===== src/rtl/snake_update_sequencer.sv =====
// rtl/snake_update_sequencer.sv - one snake step per game_tik: head move, body RAM shift, collisions, growth, score
// Optional macro: SNAKE_WRAP_EN (grid edges wrap instead of ending the game)
module snake_update_sequencer #(
  parameter int SNAKE_LENGTH_BIT = 4,
  parameter int GRID_W           = 80,
  parameter int GRID_H           = 60
) (
  input  logic                        clock_25,
  input  logic                        reset,
  input  logic                        game_tik,
  input  logic                        restart,
  input  logic                        up,
  input  logic                        down,
  input  logic                        left,
  input  logic                        right,
  input  logic [6:0]                  fruit_x,
  input  logic [6:0]                  fruit_y,
  output logic [SNAKE_LENGTH_BIT-1:0] body_addr,
  output logic                        body_we,
  output logic [6:0]                  body_wr_x,
  output logic [6:0]                  body_wr_y,
  input  logic [6:0]                  body_rd_x,
  input  logic [6:0]                  body_rd_y,
  output logic [6:0]                  snake_head_x,
  output logic [6:0]                  snake_head_y,
  output logic [SNAKE_LENGTH_BIT-1:0] snake_length,
  output logic [7:0]                  score,
  output logic                        busy,
  output logic                        update_done,
  output logic                        fruit_eaten,
  output logic                        collision_detected
);

  localparam int                  LW      = SNAKE_LENGTH_BIT;
  localparam logic [LW-1:0]       MAX_LEN = LW'((1 << LW) - 1);
  localparam logic [6:0]          MID_X   = 7'(GRID_W / 2);
  localparam logic [6:0]          MID_Y   = 7'(GRID_H / 2);
  localparam logic [6:0]          LAST_X  = 7'(GRID_W - 1);
  localparam logic [6:0]          LAST_Y  = 7'(GRID_H - 1);
`ifdef SNAKE_WRAP_EN
  localparam bit                  WALL_KILLS = 1'b0;
`else
  localparam bit                  WALL_KILLS = 1'b1;
`endif

  typedef enum logic [2:0] {INIT0, INIT1, IDLE, CALC, RD, WR, HEAD, DEAD} state_t;
  typedef enum logic [1:0] {DIR_UP, DIR_DOWN, DIR_LEFT, DIR_RIGHT} dir_t;

  state_t        state, state_nxt;
  dir_t          dir, req_dir, step_dir;
  logic          req_valid;
  logic [6:0]    calc_x, calc_y;
  logic [6:0]    new_x, new_y;
  logic          off_grid, wall_hit, eat_now, grow_now, eat_q, self_hit;
  logic [LW-1:0] top, idx;

  // Opposite directions differ only in bit 0, so a reversal request is simply ignored.
  always_comb begin
    req_valid = 1'b1;
    req_dir   = DIR_RIGHT;
    if (up)         req_dir = DIR_UP;
    else if (down)  req_dir = DIR_DOWN;
    else if (left)  req_dir = DIR_LEFT;
    else if (right) req_dir = DIR_RIGHT;
    else            req_valid = 1'b0;
    step_dir = dir;
    if (req_valid && (req_dir != dir_t'({dir[1], ~dir[0]})))
      step_dir = req_dir;
  end

  always_comb begin
    calc_x   = snake_head_x;
    calc_y   = snake_head_y;
    off_grid = 1'b0;
    case (step_dir)
      DIR_UP: begin
        if (snake_head_y == 7'd0) begin
          off_grid = 1'b1;
          calc_y   = LAST_Y;
        end else begin
          calc_y = snake_head_y - 7'd1;
        end
      end
      DIR_DOWN: begin
        if (snake_head_y == LAST_Y) begin
          off_grid = 1'b1;
          calc_y   = 7'd0;
        end else begin
          calc_y = snake_head_y + 7'd1;
        end
      end
      DIR_LEFT: begin
        if (snake_head_x == 7'd0) begin
          off_grid = 1'b1;
          calc_x   = LAST_X;
        end else begin
          calc_x = snake_head_x - 7'd1;
        end
      end
      default: begin
        if (snake_head_x == LAST_X) begin
          off_grid = 1'b1;
          calc_x   = 7'd0;
        end else begin
          calc_x = snake_head_x + 7'd1;
        end
      end
    endcase
    wall_hit = WALL_KILLS && off_grid;
    eat_now  = (calc_x == fruit_x) && (calc_y == fruit_y);
    grow_now = eat_now && (snake_length < MAX_LEN);
    // Growing keeps the old tail, so the shift starts one slot higher.
    top      = grow_now ? snake_length : snake_length - LW'(1);
  end

  always_comb begin
    state_nxt = state;
    body_addr = '0;
    body_we   = 1'b0;
    body_wr_x = '0;
    body_wr_y = '0;
    self_hit  = (body_rd_x == new_x) && (body_rd_y == new_y);
    case (state)
      INIT0: begin
        body_we   = 1'b1;
        body_wr_x = MID_X;
        body_wr_y = MID_Y;
        state_nxt = INIT1;
      end
      INIT1: begin
        body_addr = LW'(1);
        body_we   = 1'b1;
        body_wr_x = MID_X - 7'd1;
        body_wr_y = MID_Y;
        state_nxt = IDLE;
      end
      IDLE: begin
        if (restart)       state_nxt = INIT0;
        else if (game_tik) state_nxt = CALC;
      end
      CALC: state_nxt = wall_hit ? DEAD : RD;
      RD: begin
        body_addr = idx - LW'(1);
        state_nxt = WR;
      end
      WR: begin
        body_addr = idx;
        body_wr_x = body_rd_x;
        body_wr_y = body_rd_y;
        if (self_hit) begin
          state_nxt = DEAD;
        end else begin
          body_we   = 1'b1;
          state_nxt = (idx > LW'(1)) ? RD : HEAD;
        end
      end
      HEAD: begin
        body_we   = 1'b1;
        body_wr_x = new_x;
        body_wr_y = new_y;
        state_nxt = IDLE;
      end
      DEAD: begin
        if (restart) state_nxt = INIT0;
      end
      default: state_nxt = INIT0;
    endcase
    if (!reset) body_we = 1'b0;
  end

  assign busy = (state != IDLE) && (state != DEAD);

  always_ff @(posedge clock_25 or negedge reset) begin
    if (!reset) begin
      state              <= INIT0;
      dir                <= DIR_RIGHT;
      snake_head_x       <= MID_X;
      snake_head_y       <= MID_Y;
      new_x              <= '0;
      new_y              <= '0;
      snake_length       <= '0;
      score              <= '0;
      idx                <= '0;
      eat_q              <= 1'b0;
      update_done        <= 1'b0;
      fruit_eaten        <= 1'b0;
      collision_detected <= 1'b0;
    end else begin
      state              <= state_nxt;
      update_done        <= 1'b0;
      fruit_eaten        <= 1'b0;
      collision_detected <= (state_nxt == DEAD) && (state != DEAD);
      case (state)
        INIT0: begin
          snake_head_x <= MID_X;
          snake_head_y <= MID_Y;
        end
        INIT1: begin
          snake_length <= LW'(2);
          dir          <= DIR_RIGHT;
        end
        IDLE: if (restart) score <= '0;
        CALC: begin
          dir   <= step_dir;
          new_x <= calc_x;
          new_y <= calc_y;
          eat_q <= eat_now;
          idx   <= top;
        end
        WR: if (!self_hit) idx <= idx - LW'(1);
        HEAD: begin
          snake_head_x <= new_x;
          snake_head_y <= new_y;
          if (eat_q) begin
            if (snake_length < MAX_LEN) snake_length <= snake_length + LW'(1);
            if (score != 8'hFF)         score        <= score + 8'd1;
          end
          fruit_eaten <= eat_q;
          update_done <= 1'b1;
        end
        DEAD: if (restart) score <= '0;
        default: ;
      endcase
    end
  end

endmodule


===== config.mk =====
export PLATFORM = sky130hd
export DESIGN_NAME = snake_update_sequencer
export DESIGN_NICKNAME = d
export VERILOG_FILES = /design/src/rtl/snake_update_sequencer.sv
export SDC_FILE = /design/constraint.sdc
export NUM_CORES = 1
export LEC_CHECK = 0
export ABC_AREA = 0
export BUFFER_PORTS_ARGS = -buffer_cell sky130_fd_sc_hd__buf_2
export CORE_AREA = 2 2 117 119
export CTS_BUF_LIST = sky130_fd_sc_hd__clkbuf_4 sky130_fd_sc_hd__clkbuf_8
export DETAILED_ROUTE_END_ITERATION = 16
export DIE_AREA = 0 0 119 121
export HOLD_SLACK_MARGIN = 0.05
export MAX_ROUTING_LAYER = met4
export PLACE_DENSITY_LB_ADDON = 0.3
export REMOVE_ABC_BUFFERS = 1
export SYNTH_ARGS = -nofsm -noshare
export SYNTH_HDL_FRONTEND = slang
export SYNTH_SLANG_ARGS = --single-unit
export TNS_END_PERCENT = 5

===== constraint.sdc =====
create_clock -name clock_25 -period 3.5 [get_ports clock_25]
set_input_delay 0.35 -clock clock_25 [delete_from_list [all_inputs] [get_ports clock_25]]
set_output_delay 0.35 -clock clock_25 [all_outputs]
set_load 0.005 [all_outputs]

== After elaboration in Yosys (flattened, before gate mapping) ==
Cells that the tools add are included.

* Flip-flop bits (word level): 53
* Input bits: 36
* Output and inout bits: 49
* Logic and storage cells: 119

* $add $sub $neg: 8
* Magnitude comparators: 2
* Eq/ne operators: 25
* Muxes and demuxes: 47
* Bitwise gates (word level): 1
* Reductions and logical operators: 23

{| class="wikitable"
|+ Operator list
! cell !! number
|-
| 7-bit one-hot mux with 2 select lines || 4
|-
| 7-bit == test || 4
|-
| 7-bit 2-to-1 mux || 4
|-
| 7-bit one-hot mux with 4 select lines || 1
|-
| 8-bit 2-to-1 mux || 3
|-
| 3-bit one-hot mux with 7 select lines || 1
|-
| 7-bit one-hot mux with 3 select lines || 1
|-
| 4-bit 2-to-1 mux || 4
|-
| 4-bit one-hot mux with 2 select lines || 2
|-
| 8-bit one-hot mux with 2 select lines || 1
|-
| 3-bit == test (second input constant) || 5
|-
| 7-bit by 1-bit adder with 7-bit output (second input constant) || 2
|-
| 7-bit logical NOT || 2
|-
| 7-bit by 1-bit subtractor with 7-bit output (second input constant) || 2
|-
| 1-bit 2-to-1 mux || 13
|-
| 2-bit 2-to-1 mux || 6
|-
| 4-bit one-hot mux with 3 select lines || 1
|-
| 2-bit nonzero test || 5
|-
| 3-bit 2-to-1 mux || 3
|-
| 8-bit by 1-bit adder with 8-bit output (second input constant) || 1
|-
| 2-bit != test (second input constant) || 4
|-
| 8-bit != test (second input constant) || 1
|-
| 2-bit OR reduction || 4
|-
| 4-bit by 1-bit subtractor with 4-bit output (second input constant) || 2
|-
| other kinds (24) || 30
|}

== Depth between registers and ports, before layout ==
* Depth after elaboration: 14
* Gate-level depth with buffers: 13
* Mapped depth without buffers: 11

== Least setup slack after synthesis ==
OpenSTA, ideal clock, no wires.

* Path type: reg2reg
* From: reg snake_head_x[0]
* To: reg idx[3]
* Library setup time: 0.126 ns
* Arrival time: 2.955 ns
* Required time: 3.374 ns
* Path slack: 0.419 ns
* Stages on the path, launching flop included: 12
* Buffers on the path: 0
* Clock period less this slack: 3.081 ns
* Cells stage by stage: dfrtp_1 > inv_1 > ha_1 > or3b_1 > a211oi_1 > a221oi_1 > or4_1 > nand3_1 > nand4_1 > nor4_4 > mux2i_1 > a311o_1

* Word-level cells in the longest chain between the ends: 8
* Elaborated cells between the ends (all ways): 12
* Classes of those cells: add/sub (2); eq/ne (2); mux (5); reduce/logical (3)

{| class="wikitable"
|+ Ends and longest elaborated chain
! what !! RTL line !! RTL
|-
| from (decl) || 24 || <nowiki>output logic [6:0] snake_head_x,</nowiki>
|-
| from (signal assigned) || 212 || <nowiki>snake_head_x <= new_x;</nowiki>
|-
| 7-bit by 1-bit adder with 7-bit output (tied with other cells) || 105 || <nowiki>calc_x = snake_head_x + 7'd1;</nowiki>
|-
| 7-bit 2-to-1 mux (on tied branches) || 101, 93 ||
|-
| 7-bit one-hot mux with 2 select lines * || 75 || <nowiki>case (step_dir)</nowiki>
|-
| 7-bit == test * || 110 || <nowiki>eat_now = (calc_x == fruit_x) && (calc_y == fruit_y);</nowiki>
|-
| 1-bit logical AND * || 110 ||
|-
| 1-bit logical AND * || 111 || <nowiki>grow_now = eat_now && (snake_length < MAX_LEN);</nowiki>
|-
| 4-bit 2-to-1 mux * || 113 || <nowiki>top = grow_now ? snake_length : snake_length - LW'(1);</nowiki>
|-
| 4-bit one-hot mux with 2 select lines * || 193 || <nowiki>case (state)</nowiki>
|-
| to (signal assigned) || 208 || <nowiki>idx <= top;</nowiki>
|-
| to (signal assigned) || 210 || <nowiki>WR: if (!self_hit) idx <= idx - LW'(1);</nowiki>
|-
| to (decl) || 55 || <nowiki>logic [LW-1:0] top, idx;</nowiki>
|}

Every way passes the cells marked *; elsewhere a longest branch is shown, timed or not.
A chain may end at the register's enable or synchronous reset.

== Worst setup path in the final report ==
* From: reg dir[0]
* To: reg idx[3]

* Word-level cells in the longest chain between the ends: 12
* Elaborated cells between the ends (all ways): 16
* Classes of those cells: eq/ne (5); mux (5); bitwise (1); reduce/logical (5)

{| class="wikitable"
|+ Ends and longest elaborated chain
! what !! RTL line !! RTL
|-
| from (decl) || 50 || <nowiki>dir_t dir, req_dir, step_dir;</nowiki>
|-
| from (signal assigned) || 204 || <nowiki>dir <= step_dir;</nowiki>
|-
| 1-bit inverter || 67 || <nowiki>if (req_valid && (req_dir != dir_t'({dir[1], ~dir[0]})))</nowiki>
|-
| 2-bit != test || 67 ||
|-
| 1-bit logical AND || 67 ||
|-
| 2-bit 2-to-1 mux * || 67 ||
|-
| 2-bit by 1-bit == test with 1-bit output or 2-bit logical NOT (tied branches) || 75 ||
|-
| 2-bit OR reduction (no source line) || n/a ||
|-
| 7-bit one-hot mux with 2 select lines || 75 ||
|-
| 7-bit == test || 110 ||
|-
| 1-bit logical AND * || 110 ||
|-
| 1-bit logical AND * || 111 ||
|-
| 4-bit 2-to-1 mux * || 113 ||
|-
| 4-bit one-hot mux with 2 select lines * || 193 ||
|}

Marked as above.

==> summary.txt <==
Yosys
  • Async SR Flop Fraction: 100%
  • Post-synthesis compound-gate area fraction: 26.8%
  • Top_reg_cell synth: dfrtp_1
  • Share of the synthesized area in the top cell type: 25.0%
  • Yosys reg bits: 53
  • Synthesized area: 0.00450 mm^2
  • Cells taking the most area after synthesis: dfrtp_1 (25%), nand2_1 (6.0%), o21ai_0 (4.8%)
  • Number of synthesized flops with an enable pin: 0
  • Mean post-synth cell area: 7.87 um^2
  • YS warnings: 0
  • Commonest cells post-synth: nand2_1 (72), nor2_1 (52), dfrtp_1 (45), o21ai_0 (43)
  • Area leader, netlist: dfrtp_1
  • Cell variety after synth: 77
  • Most frequent cell after synthesis: nand2_1
  • Syn Inst Count: 572
  • Mux cell area share after synthesis: 2.36%
  • Seq/Total Area, Yosys: 29.7%
  • Largest family of logic cells by synthesized area: compound AO/OA/AOI/OAI gates
  • Simple-gate area share of the yosys netlist: 26.0%
  • Post-Synth Adder-Cell Area: 2.78%
  • Post-Synth XOR/XNOR Area: 6.03%

Global route
  • GRT Total Usage: 23.1%
  • First-pass GRT wire length: 25.3 mm
  • Remaining global-route overflow: 0
  • Pin count of the biggest net entering global routing: 54
  • Initial antenna violation count: 0
  • Vias in the first global route: 4572

Pwr
  • P_int: 2.11 mW
  • LEAKAGE: 2.33 nW
  • Sw power: 2.23 mW
  • IR drop worst, VDD: 0.218 mV
  • Flop pwr share: 28.8%
  • Comb pwr share: 61.6%
  • Pwr Density: 817 mW/mm^2
  • Clock share of power: 9.6%
  • Sw frac: 51.4%

Die
  • Die ar.: 0.0144 mm^2
  • Die Wd: 119 um
  • Num rows: 42
  • Core area: 0.0131 mm^2
  • Die Ht: 121 um
  • I/O pin cnt: 85
  • Initial Util: 34.4%

Finish
  • Inserted Diodes: 0
  • FF/Latch Area: 0.00134 mm^2
  • Area occupied by multi-input gates: 0.00288 mm^2
  • Nets: 704
  • Layout cells sized above 1: 22.9%
  • P&R area growth vs syn: 17.8%
  • # fillers: 1362

Run
  • Maxcap violations: 0

Worst setup path
  • Peak fanout along the critical path: 13
  • Critical path arrival: 3.60 ns
  • WP data required: 3.74 ns
  • Setup Crit Path Kind: flop to flop
  • Setup crit start kind: flop
  • CP endpoint kind: flop

Timing
  • RSZ-0062 raised after global routing: no
  • Final Setup Violations: 0
  • Final Hold Fails: 0
  • Worst slew pin tran: 0.846 ns
  • Fin crit period: 3.36 ns
  • Smallest hold slack: 0.138 ns
  • Max Fclk: 298 MHz
  • Worst clock skew: 0.0136 ns
  • Setup tns final: 0 ns
  • Max-slew headroom: 43.4%
  • Worst setup margin: 0.141 ns
  • Max-slew violations: 0
  • Fin crit share: 96.0%

Clock network
  • CTS sink count: 53
  • Cts hold-fix bufs: 0
  • Inserted Clock Buffers: 5
  • CTS tree: done
  • Root Driver: clkbuf_8
  • Longest Clk Path Bufs: 2
  • Clk Latency, worst-skew pair: 0.35 ns
  • Htree depth: 2
  • Clk slew on worst S/H paths: 0.12 ns

Route
  • DR vias/cell: 5.83
  • Vias post-DR: 4866
  • ANT nets after route: 0
  • DRC Markers: 0
  • Average wire per standard cell: 19.2 um
  • Final wirelength: 16.0 mm
  • First drt pass iteration count: 5
  • DRT iter0 DRCs: 587

Worst hold path
  • Hold Crit Class: input port to asynchronous set/reset pin

Placed design
  • Port bufs: 84
  • GPL Wtd Cong: 0.923
  • DP HPWL: 12.1 mm
  • Pre-CTS WS: 0.0999 ns

Status
  • Outcome: complete, no violations
-- placed cells by master, fill, tap and decap left out, drive strengths merged, types with 7 or more instances in the layout --
cell | Yosys | layout
nor2 | 53 | 53
nor3 | 13 | 13
nand3 | 20 | 20
a22oi | 7 | 7
o31ai | 9 | 9
dfrtp | 45 | 45
a211oi | 12 | 12
xor2 | 7 | 7
dfstp | 8 | 8
ha | 10 | 10
or3 | 7 | 7
nand2b | 11 | 11
and3 | 10 | 10
a21oi | 25 | 25
a31oi | 7 | 7
o22ai | 8 | 8
buf | 18 | 116
xnor2 | 24 | 24
nand4 | 10 | 10
a22o | 9 | 9
a21o | 7 | 7
nand2 | 72 | 72
nor2b | 11 | 11
inv | 26 | 28
o21ai | 43 | 43
-- registers in the layout, summed over array words and instances (netlist names) --
| signal | count |
|---|---|
| collision_detected | 1 |
| dir | 2 |
| eat_q | 1 |
| fruit_eaten | 1 |
| idx | 4 |
| new_x | 7 |
| new_y | 7 |
| score | 8 |
| snake_head_x | 7 |
| snake_head_y | 7 |
| snake_length | 4 |
| state | 3 |
| update_done | 1 |
-- area by class of cell --
type / count / area share [%]
clock inverters: 3 / 0.542
clock buffers: 5 / 1.30
repair buffers: 116 / 12.7
multi-input cells: 456 / 54.3
inverters: 26 / 1.84
well taps: 176 / 4.15
flip-flops and latches: 53 / 25.2
-- power groups by stage --
stage               clock network (mW)  logic [mW]  registers (mW)
floorplan                            0        1.52            1.23
global placement                     0        2.63            1.24
detailed placement                   0        2.64            1.25
CTS                              0.429        2.65            1.24
global route                     0.455        2.95            1.29
finish                           0.418        2.67            1.25
-- final timing paths --
| kind | endpoint | slack, ns | cells past startpoint | from |
|---|---|---|---|---|
| min in group clock_25 | state[2] | 0.41 | 4 | restart |
| setup / recovery | idx[3] | 0.14 | 10 | dir[0] |
| setup reg to reg | idx[3] | 0.14 | 10 | dir[0] |
| max in group asynchronous | state[0] | 2.86 | 2 | reset |
| hold / removal | update_done | 0.14 | 2 | reset |
| hold reg to reg | eat_q | 0.52 | 2 | eat_q |
-- cell families after synthesis --
kind of cell             after synthesis
AND/OR/NAND/NOR                      233
buffers and inverters                 63
XOR/XNOR                              31
AO/OA/AOI/OAI                        173
flip-flops                            53
adder cells (fa/ha/maj)               10
multiplexers                           9
-- worst max-delay path, cell delays in order (launching register included) --
cell	delay, ns
dfstp_2	0.60
nand2b_1	0.10
a22o_1	0.37
nor2_1	0.29
mux4_2	0.64
xnor2_1	0.24
nand4b_1	0.20
nor4_4	0.23
buf_4	0.18
mux2i_1	0.07
a311o_1	0.31
-- per-layer routing --
layer  part of all wire [%]  global-route usage, %  up-vias
li1                       -                      -     2267
met1                     45                   31.1     2354
met2                     46                   35.8      221
met3                    6.5                   4.14       24
met4                    2.1                   6.40        0
met5                      0                      -        -
-- stage by stage --
stage | instance area, um^2 | utilization, % | std cells | power (mW)
finish | 5310 | 40.5 | 835 | 4.34
CTS | 5300 | 40.5 | 834 | 4.32
floorplan | 4310 | - | 535 | 2.75
global placement | 5200 | 39.7 | 826 | 3.88
global route | 5310 | 40.5 | 835 | 4.69
detailed placement | 5200 | 39.7 | 826 | 3.89
-- repair_timing --
| item | 4_1_cts | 5_1_grt |
|---|---|---|
| setup endpoints to repair | 0 | 4 |
| gates resized for setup | 0 | 1 |
| setup buffers | 0 | 1 |
Power figures use the tool's default switching activity.
